### config.mk
export PLATFORM = sky130hd
export DESIGN_NAME = corerfd_lock_qual
export DESIGN_NICKNAME = d
export VERILOG_FILES = /design/src/rtl/corerfd_lock_pkg.sv /design/src/rtl/corerfd_sync2.sv /design/src/rtl/corerfd_lock_qual.sv
export SDC_FILE = /design/constraint.sdc
export NUM_CORES = 1
export LEC_CHECK = 0
export ABC_AREA = 1
export CORE_ASPECT_RATIO = 1.5
export CORE_UTILIZATION = 45
export CTS_CLUSTER_SIZE = 8
export DETAILED_ROUTE_END_ITERATION = 10
export PLACE_DENSITY = 0.75
export RECOVER_POWER = 25
export SYNTH_ARGS = -nofsm -noshare
export SYNTH_HDL_FRONTEND = slang
export SYNTH_HIERARCHICAL = 1
export SYNTH_SLANG_ARGS = --single-unit
### constraint.sdc
create_clock -name clk -period 1.47 [get_ports clk]
set_input_delay 0.2205 -clock clk [delete_from_list [all_inputs] [get_ports clk]]
set_output_delay 0.2205 -clock clk [all_outputs]
set_load 0.01 [all_outputs]
### src/rtl/corerfd_lock_pkg.sv
// Shared constants for the CORERFD lock qualifier: FSM encoding and loss counter limits.
package corerfd_lock_pkg;

    localparam logic [1:0] ST_IDLE   = 2'd0;
    localparam logic [1:0] ST_WAIT   = 2'd1;
    localparam logic [1:0] ST_QUAL   = 2'd2;
    localparam logic [1:0] ST_LOCKED = 2'd3;

    localparam int         LOSS_CNT_W   = 8;
    localparam logic [7:0] LOSS_CNT_MAX = 8'hFF;

    typedef enum logic [1:0] {
        S_IDLE   = ST_IDLE,
        S_WAIT   = ST_WAIT,
        S_QUAL   = ST_QUAL,
        S_LOCKED = ST_LOCKED
    } lock_state_t;

endpackage

### src/rtl/corerfd_sync2.sv
// Two-flop synchronizer for a single asynchronous bit.
// Async active-high reset clears both stages.
module corerfd_sync2 (
    input  logic clk,
    input  logic rst,
    input  logic d,
    output logic q
);

    logic r_meta;
    logic r_sync;

    always_ff @(posedge clk or posedge rst) begin
        if (rst) begin
            r_meta <= 1'b0;
            r_sync <= 1'b0;
        end else begin
            r_meta <= d;
            r_sync <= r_meta;
        end
    end

    assign q = r_sync;

endmodule

### src/rtl/corerfd_lock_qual.sv
// Lock qualifier: filters a PLL/DLL lock flag against a tick time base.
// Optional saturating loss counter enabled by CORERFD_LOCK_LOSS_CNT_EN.
module corerfd_lock_qual
    import corerfd_lock_pkg::*;
#(
    parameter int QUAL_W = 8
) (
    input  logic                  clk,
    input  logic                  rst,
    input  logic                  tick,
    input  logic                  lock_raw,
    input  logic                  enable,
    input  logic [QUAL_W-1:0]     qual_cnt,
    input  logic                  clr_sticky,
    output logic                  locked,
    output logic                  lock_lost_pulse,
    output logic                  lock_lost_sticky,
    output logic [1:0]            state,
    output logic [LOSS_CNT_W-1:0] loss_cnt
);

    lock_state_t       r_state;
    lock_state_t       w_state_nxt;
    logic [QUAL_W-1:0] r_cnt;
    logic [QUAL_W-1:0] w_cnt_nxt;
    logic [QUAL_W-1:0] r_qual;
    logic [QUAL_W-1:0] w_qual_nxt;
    logic [QUAL_W:0]   w_cnt_inc;
    logic              w_lock_s;
    logic              w_loss;
    logic              r_locked;
    logic              r_pulse;
    logic              r_sticky;

    corerfd_sync2 u_sync (
        .clk (clk),
        .rst (rst),
        .d   (lock_raw),
        .q   (w_lock_s)
    );

    // Extra bit keeps the terminal compare exact at the top of the range
    assign w_cnt_inc = {1'b0, r_cnt} + {{QUAL_W{1'b0}}, 1'b1};

    always_comb begin
        w_state_nxt = r_state;
        w_cnt_nxt   = r_cnt;
        w_qual_nxt  = r_qual;
        w_loss      = 1'b0;
        if (!enable) begin
            w_state_nxt = S_IDLE;
            w_cnt_nxt   = '0;
        end else begin
            unique case (r_state)
                S_IDLE: begin
                    w_state_nxt = S_WAIT;
                end
                S_WAIT: begin
                    if (w_lock_s) begin
                        w_state_nxt = S_QUAL;
                        w_cnt_nxt   = '0;
                        w_qual_nxt  = (qual_cnt == '0)
                                    ? {{(QUAL_W-1){1'b0}}, 1'b1}
                                    : qual_cnt;
                    end
                end
                S_QUAL: begin
                    if (!w_lock_s) begin
                        w_state_nxt = S_WAIT;
                        w_cnt_nxt   = '0;
                    end else if (tick) begin
                        w_cnt_nxt = w_cnt_inc[QUAL_W-1:0];
                        if (w_cnt_inc == {1'b0, r_qual}) begin
                            w_state_nxt = S_LOCKED;
                        end
                    end
                end
                S_LOCKED: begin
                    if (!w_lock_s) begin
                        w_state_nxt = S_WAIT;
                        w_loss      = 1'b1;
                    end
                end
            endcase
        end
    end

    always_ff @(posedge clk or posedge rst) begin
        if (rst) begin
            r_state  <= S_IDLE;
            r_cnt    <= '0;
            r_qual   <= '0;
            r_locked <= 1'b0;
            r_pulse  <= 1'b0;
        end else begin
            r_state  <= w_state_nxt;
            r_cnt    <= w_cnt_nxt;
            r_qual   <= w_qual_nxt;
            r_locked <= (w_state_nxt == S_LOCKED);
            r_pulse  <= w_loss;
        end
    end

    // A loss in the same cycle as a clear leaves the flag set
    always_ff @(posedge clk or posedge rst) begin
        if (rst) begin
            r_sticky <= 1'b0;
        end else if (w_loss) begin
            r_sticky <= 1'b1;
        end else if (clr_sticky) begin
            r_sticky <= 1'b0;
        end
    end

`ifdef CORERFD_LOCK_LOSS_CNT_EN
    logic [LOSS_CNT_W-1:0] r_loss_cnt;

    always_ff @(posedge clk or posedge rst) begin
        if (rst) begin
            r_loss_cnt <= '0;
        end else if (clr_sticky) begin
            r_loss_cnt <= w_loss ? LOSS_CNT_W'(1) : '0;
        end else if (w_loss && (r_loss_cnt != LOSS_CNT_MAX)) begin
            r_loss_cnt <= r_loss_cnt + LOSS_CNT_W'(1);
        end
    end

    assign loss_cnt = r_loss_cnt;
`else
    assign loss_cnt = '0;
`endif

    assign locked           = r_locked;
    assign lock_lost_pulse  = r_pulse;
    assign lock_lost_sticky = r_sticky;
    assign state            = r_state;

endmodule
==> impl_metrics.tcl, run 1 <==
set metrics [dict create \
    outcome "finished, violations left" \
    violations "setup timing" \
    skew_ns 0.00162 \
    dr.first_iter.drc_count 50 \
    vias 1149 \
    synthAdderAreaFrac 0.00976 \
    maxCapViolations 0 \
    final_common_cell "nand2_1" \
    grt_max_degree 22 \
    cp-start-kind "flip-flop" \
    met2_length_um 1560 \
    crit_cells 12 \
    synthSimpleGateAreaFrac 0.324 \
    place_area_um2 1550 \
    setup_viol 2 \
    final_cell_mix "nand2_1 (48), inv_1 (25), dfrtp_1 (23)" \
    synth_area_per_cell_um2 7.37 \
    finalNonFillerCells 242 \
    synth_top_family_by_area "simple AND/OR/NAND/NOR gates" \
    root_buffer "clkbuf_8" \
    routabilityCongestion 0.783 \
    finalSetupTns_ns -0.0859 \
    crit_fanout 3 \
    yosysSeqAreaShare 0.449 \
    setup_slack_ns -0.0566 \
    finalMaxSlewViolations 0 \
    synthMuxAreaShare 0 \
    synth_cell_types 22 \
    cp.required_ns 1.67 \
    ir_worst_vdd_v 0.000688 \
    wl_met1_um 1100 \
    finalHoldViolCount 0 \
    design.die.area_um2 3070 \
    relSlewSlack 0.634 \
    yosys_warnings 6 \
    cpLargestDelayFamily "simple AND/OR/NAND/NOR gates" \
    grt_pass1_vias 1161 \
    period_share 1.04 \
    wl_per_cell_um 11.6 \
    nNetsFinal 221 \
    initial_core_util 0.479 \
    routed_wl_um 2810 \
    viasPerCell 4.75 \
    cp_cell_sequence "ha_4 > inv_4 > nor2_1 > nor2_1 > nand3_1 > nor2_2 > nand3_1 > nor2_1 > nand2_1 > nand2_1 > nand2_2 > nor2_2" \
    top_layer "met4" \
    synthCells 174 \
    place_ws_ns -0.133 \
    cts_made_buffers 3 \
    finalInstanceArea_um2 1640 \
    syn2layout_area_growth_pct 27.6 \
    tightest_slew_ns 0.549 \
    ant_nets 0 \
    cp-end-kind "flip-flop" \
    ys_ff_latch 23 \
    cts_sinks 23 \
    dieHeight_um 67.4 \
    yosys-top-cells-area "dfrtp_1 (45%), nand2_1 (15%), inv_1 (8.2%)" \
    yosys.area.top_type "dfrtp_1" \
    htree_num_levels 1 \
    syn_area_um2 1280 \
    cts_tree "done" \
    track_usage 0.201 \
    dp_hpwl_um 2200 \
    arrival_ns 1.73 \
    worstSetupPathType "flip-flop to flip-flop" \
    powerDensity_nw_per_um2 840 \
    synth-compound-area-share 0.0800 \
    drt-pass1-iter-count 4 \
    die_x_um 45.6 \
    reg2reg_depth 12 \
    synth_top_area_share 0.449 \
    crit_top_cell "nor2_1" \
    grt_pass1_wl_um 4490 \
    coreArea_um2 2680 \
    rsz0062_at_grt "yes" \
    placed_cells 237 \
    leakagePower_nw 0.781 \
    max_stage_delay_ns 0.41 \
    layout-drive-gt1-share 0.176 \
    post-route-drc-count 0 \
    io_buffers 18 \
    clock_path_buffers 2 \
    fmax_ghz 0.655 \
    rows 23 \
    num_antenna_cells 0 \
    insertion_delay_ns 0.26 \
    min_period_ns 1.53 \
    antenna_found_initial 0 \
    clk_pin_slew_ns 0.08 \
    cp_slowest_cell "dfrtp_1" \
    crit_buf_inv 1 \
    wl_met3_um 84 \
    synth_xor_area_frac 0 \
    hp-class "primary input to async pin" \
    gr-total-overflow 0 \
    num_io_pins 27 \
]
[power breakdown]
group,internal [mW],switching (mW),total (mW)
sequential,0.690,0.0368,0.727
combinational,0.115,0.137,0.252
clock,0.193,0.203,0.396
total,0.998,0.376,1.37
[cells by family after synthesis]
group | Yosys count
flip-flops | 23
buffers and inverters | 38
other | 1
AND/OR/NAND/NOR | 93
adder cells (fa/ha/maj) | 1
AO/OA/AOI/OAI | 18
[what timing repair did]
item | in CTS | in global routing
gates resized for setup | 3 | 13
hold buffers | 0 | 0
buffers inserted | 0 | 1
setup endpoints to repair | 3 | 11
pin swaps | 0 | 1
[Yosys cell counts (all sizes together)]
master  instances
dfrtp          23
o21ai          11
conb            1
a21oi           1
o21bai          1
ha              1
o22ai           5
nor3            2
nor2           13
nor4            1
nand3b          2
nand3          19
clkbuf          1
inv            29
nand2          56
buf             8
[stage by stage]
stage                     total power, mW  utilization  hold WS [ns]
after floorplan                     0.894            -       -0.0383
final                                1.37        0.612         0.263
after global routing                 1.45        0.612         0.276
after global placement              0.977        0.578         0.345
after CTS                            1.38        0.595         0.129
after detailed placement            0.985        0.578         0.338
[area by class of cell]
| type | count | area (um^2) |
|---|---|---|
| fillers | 232 | 1040 |
| inverters | 29 | 111 |
| clock buffers | 4 | 45.0 |
| flip-flops and latches | 23 | 576 |
| well taps | 37 | 46.3 |
| repair buffers | 29 | 263 |
| multi-input cells | 120 | 596 |
[registers in the layout (all words and copies together), names as in the netlist]
signal            count
r_cnt                 8
r_qual                8
state                 2
lock_lost_pulse       1
lock_lost_sticky      1
locked                1
u_sync/q              1
u_sync/r_meta         1
[worst paths after layout]
check                                        startpoint                     to  slack [ns]
min in group clk                u_sync/r_meta$_DFF_PP0_     u_sync/q$_DFF_PP0_        0.36
worst min-delay path                                rst     u_sync/q$_DFF_PP0_        0.26
worst max register to register     r_cnt[0]$_DFFE_PP0P_       locked$_DFF_PP0_       -0.06
worst max-delay path               r_cnt[0]$_DFFE_PP0P_       locked$_DFF_PP0_       -0.06
worst min register to register  u_sync/r_meta$_DFF_PP0_     u_sync/q$_DFF_PP0_        0.36
max in group asynchronous                           rst  r_qual[7]$_DFFE_PP0P_        0.56
[per-layer routing]
metal  GRT usage  vias up
li1            -      591
met1       0.206      519
met2       0.377       33
met3      0.0187        6
met4       0.114        0
met5           0        -
Power figures use the tool's default switching activity.
==> inputs of run 2 (changes only) <==
--- a/config.mk
+++ b/config.mk
@@ -7,10 +7,10 @@
 export LEC_CHECK = 0
 export ABC_AREA = 1
 export CORE_ASPECT_RATIO = 1.5
-export CORE_UTILIZATION = 45
+export CORE_UTILIZATION = 28
 export CTS_CLUSTER_SIZE = 8
 export DETAILED_ROUTE_END_ITERATION = 10
-export PLACE_DENSITY = 0.75
+export MAX_ROUTING_LAYER = met4
 export RECOVER_POWER = 25
 export SYNTH_ARGS = -nofsm -noshare
 export SYNTH_HDL_FRONTEND = slang
==> impl_metrics.tcl, run 2 (same netlist as run 1, synthesis figures left out) <==
set metrics [dict create \
    root_buffer "clkbuf_8" \
    post-route-drc-count 0 \
    total_power_mw 1.39 \
    place_ws_ns -0.0741 \
    final_common_cell "nand2_1" \
    min_period_ns 1.57 \
    fmax_ghz 0.637 \
    finalMaxSlewViolations 0 \
    wl_per_cell_um 11.2 \
    setup_slack_ns -0.0991 \
    syn2layout_area_growth_pct 34.4 \
    r2r_start "r_cnt[0]$_DFFE_PP0P_" \
    grt_pass1_wl_um 4830 \
    ant_nets 0 \
    leakagePower_nw 0.835 \
    dr.first_iter.drc_count 12 \
    num_antenna_cells 0 \
    cp-startpoint "r_cnt[0]$_DFFE_PP0P_" \
    fillers 457 \
    die_x_um 57.3 \
    outcome "finished, violations left" \
    initial_core_util 0.297 \
    maxCapViolations 0 \
    cts_made_buffers 3 \
    grt_pass1_vias 1163 \
    rows 29 \
    viasPerCell 4.56 \
    worstSetupPathType "flip-flop to flip-flop" \
    layout-drive-gt1-share 0.234 \
    coreArea_um2 4320 \
    rsz0062_at_grt "yes" \
    cp-start-kind "flip-flop" \
    grt_max_degree 22 \
    relSlewSlack 0.641 \
    clk_pin_slew_ns 0.08 \
    clock_path_buffers 2 \
    gr-total-overflow 0 \
    cts_sinks 23 \
    final_cell_mix "nand2_1 (42), inv_1 (25), dfrtp_1 (22)" \
    vias 1162 \
    period_share 1.07 \
    num_io_pins 27 \
    cp.required_ns 1.62 \
    arrival_ns 1.72 \
    tightest_slew_ns 0.538 \
    powerDensity_nw_per_um2 807 \
    skew_ns 0.00228 \
    htree_num_levels 1 \
    nNetsFinal 225 \
    routabilityCongestion 0.776 \
    track_usage 0.132 \
    design.die.area_um2 4860 \
    hold_ws_ns 0.259 \
    crit_fanout 3 \
    insertion_delay_ns 0.26 \
    final_core_util 0.399 \
    finalNonFillerCells 255 \
    dieHeight_um 84.9 \
    dp_hpwl_um 2200 \
    placed_cells 249 \
    cp-end-kind "flip-flop" \
    io_buffers 18 \
    routed_wl_um 2860 \
    hp-class "primary input to async pin" \
    ir_worst_vdd_v 0.000580 \
    antenna_found_initial 0 \
    setup_viol 2 \
    drt-pass1-iter-count 4 \
    cts_tree "done" \
    finalHoldViolCount 0 \
    violations "setup timing" \
]
## run 2: cell types whose count changed in the layout (fill, tap and decap cells not counted), sizes merged
cell and change:
buf +4
## run 2: worst paths after layout
path | endpoint | slack [ns] | cells past startpoint
max in group asynchronous | r_cnt[2]$_DFFE_PP0P_ | 0.54 | 3
min reg2reg | u_sync/q$_DFF_PP0_ | 0.37 | 0
max reg2reg | locked$_DFF_PP0_ | -0.1 | 11
max | locked$_DFF_PP0_ | -0.1 | 11
min in group clk | u_sync/q$_DFF_PP0_ | 0.37 | 0
min | u_sync/r_meta$_DFF_PP0_ | 0.26 | 2
## run 2: metrics by stage
step                      cell area, um^2  TNS, ns
after floorplan                      1310        0
after global placement               1580   -0.131
after detailed placement             1580   -0.286
after CTS                            1620   -0.105
after global routing                 1720   -0.485
final                                1720   -0.190
## run 2: what timing repair did
action,in CTS,in global routing
resized for setup,2,27
hold buffers,0,0
setup buffers,0,2
pin swaps,2,10
endpoints found under the setup margin,3,9
## run 2: cell type report
class	count	area, um^2	area share
clock buffer	4	45.0	0.0261
inverter	29	111	0.0646
multi-input combinational	120	633	0.367
sequential	23	577	0.335
tap	46	57.6	0.0334
timing repair buffer	33	300	0.174
## run 2: report_power, final
| group | total (mW) | switching (mW) | internal [mW] | leakage, nW |
|---|---|---|---|---|
| clock | 0.397 | 0.204 | 0.194 | 0.0228 |
| sequential | 0.731 | 0.0415 | 0.690 | 0.300 |
| combinational | 0.263 | 0.145 | 0.118 | 0.513 |
| total | 1.39 | 0.390 | 1.00 | 0.835 |
## run 2: worst max-delay path, stage by stage, from the launching register on
cell      delay [ns]
dfrtp_1         0.42
ha_4            0.18
nand3_2         0.09
o21bai_1        0.19
buf_4           0.13
nand3_1         0.05
nand3_1         0.12
nor2_2          0.05
nand2_1         0.06
nand2_1         0.05
nand2_2         0.07
nor2_2          0.03
## run 2: metal layers
| metal | GRT usage | up-vias | wire (um) |
|---|---|---|---|
| met1 | 0.140 | 531 | 1180 |
| met5 | - | - | 0 |
| met4 | 0.0776 | 0 | 84 |
| met2 | 0.240 | 28 | 1550 |
| met3 | 0.00457 | 6 | 49 |
| li1 | - | 597 | - |
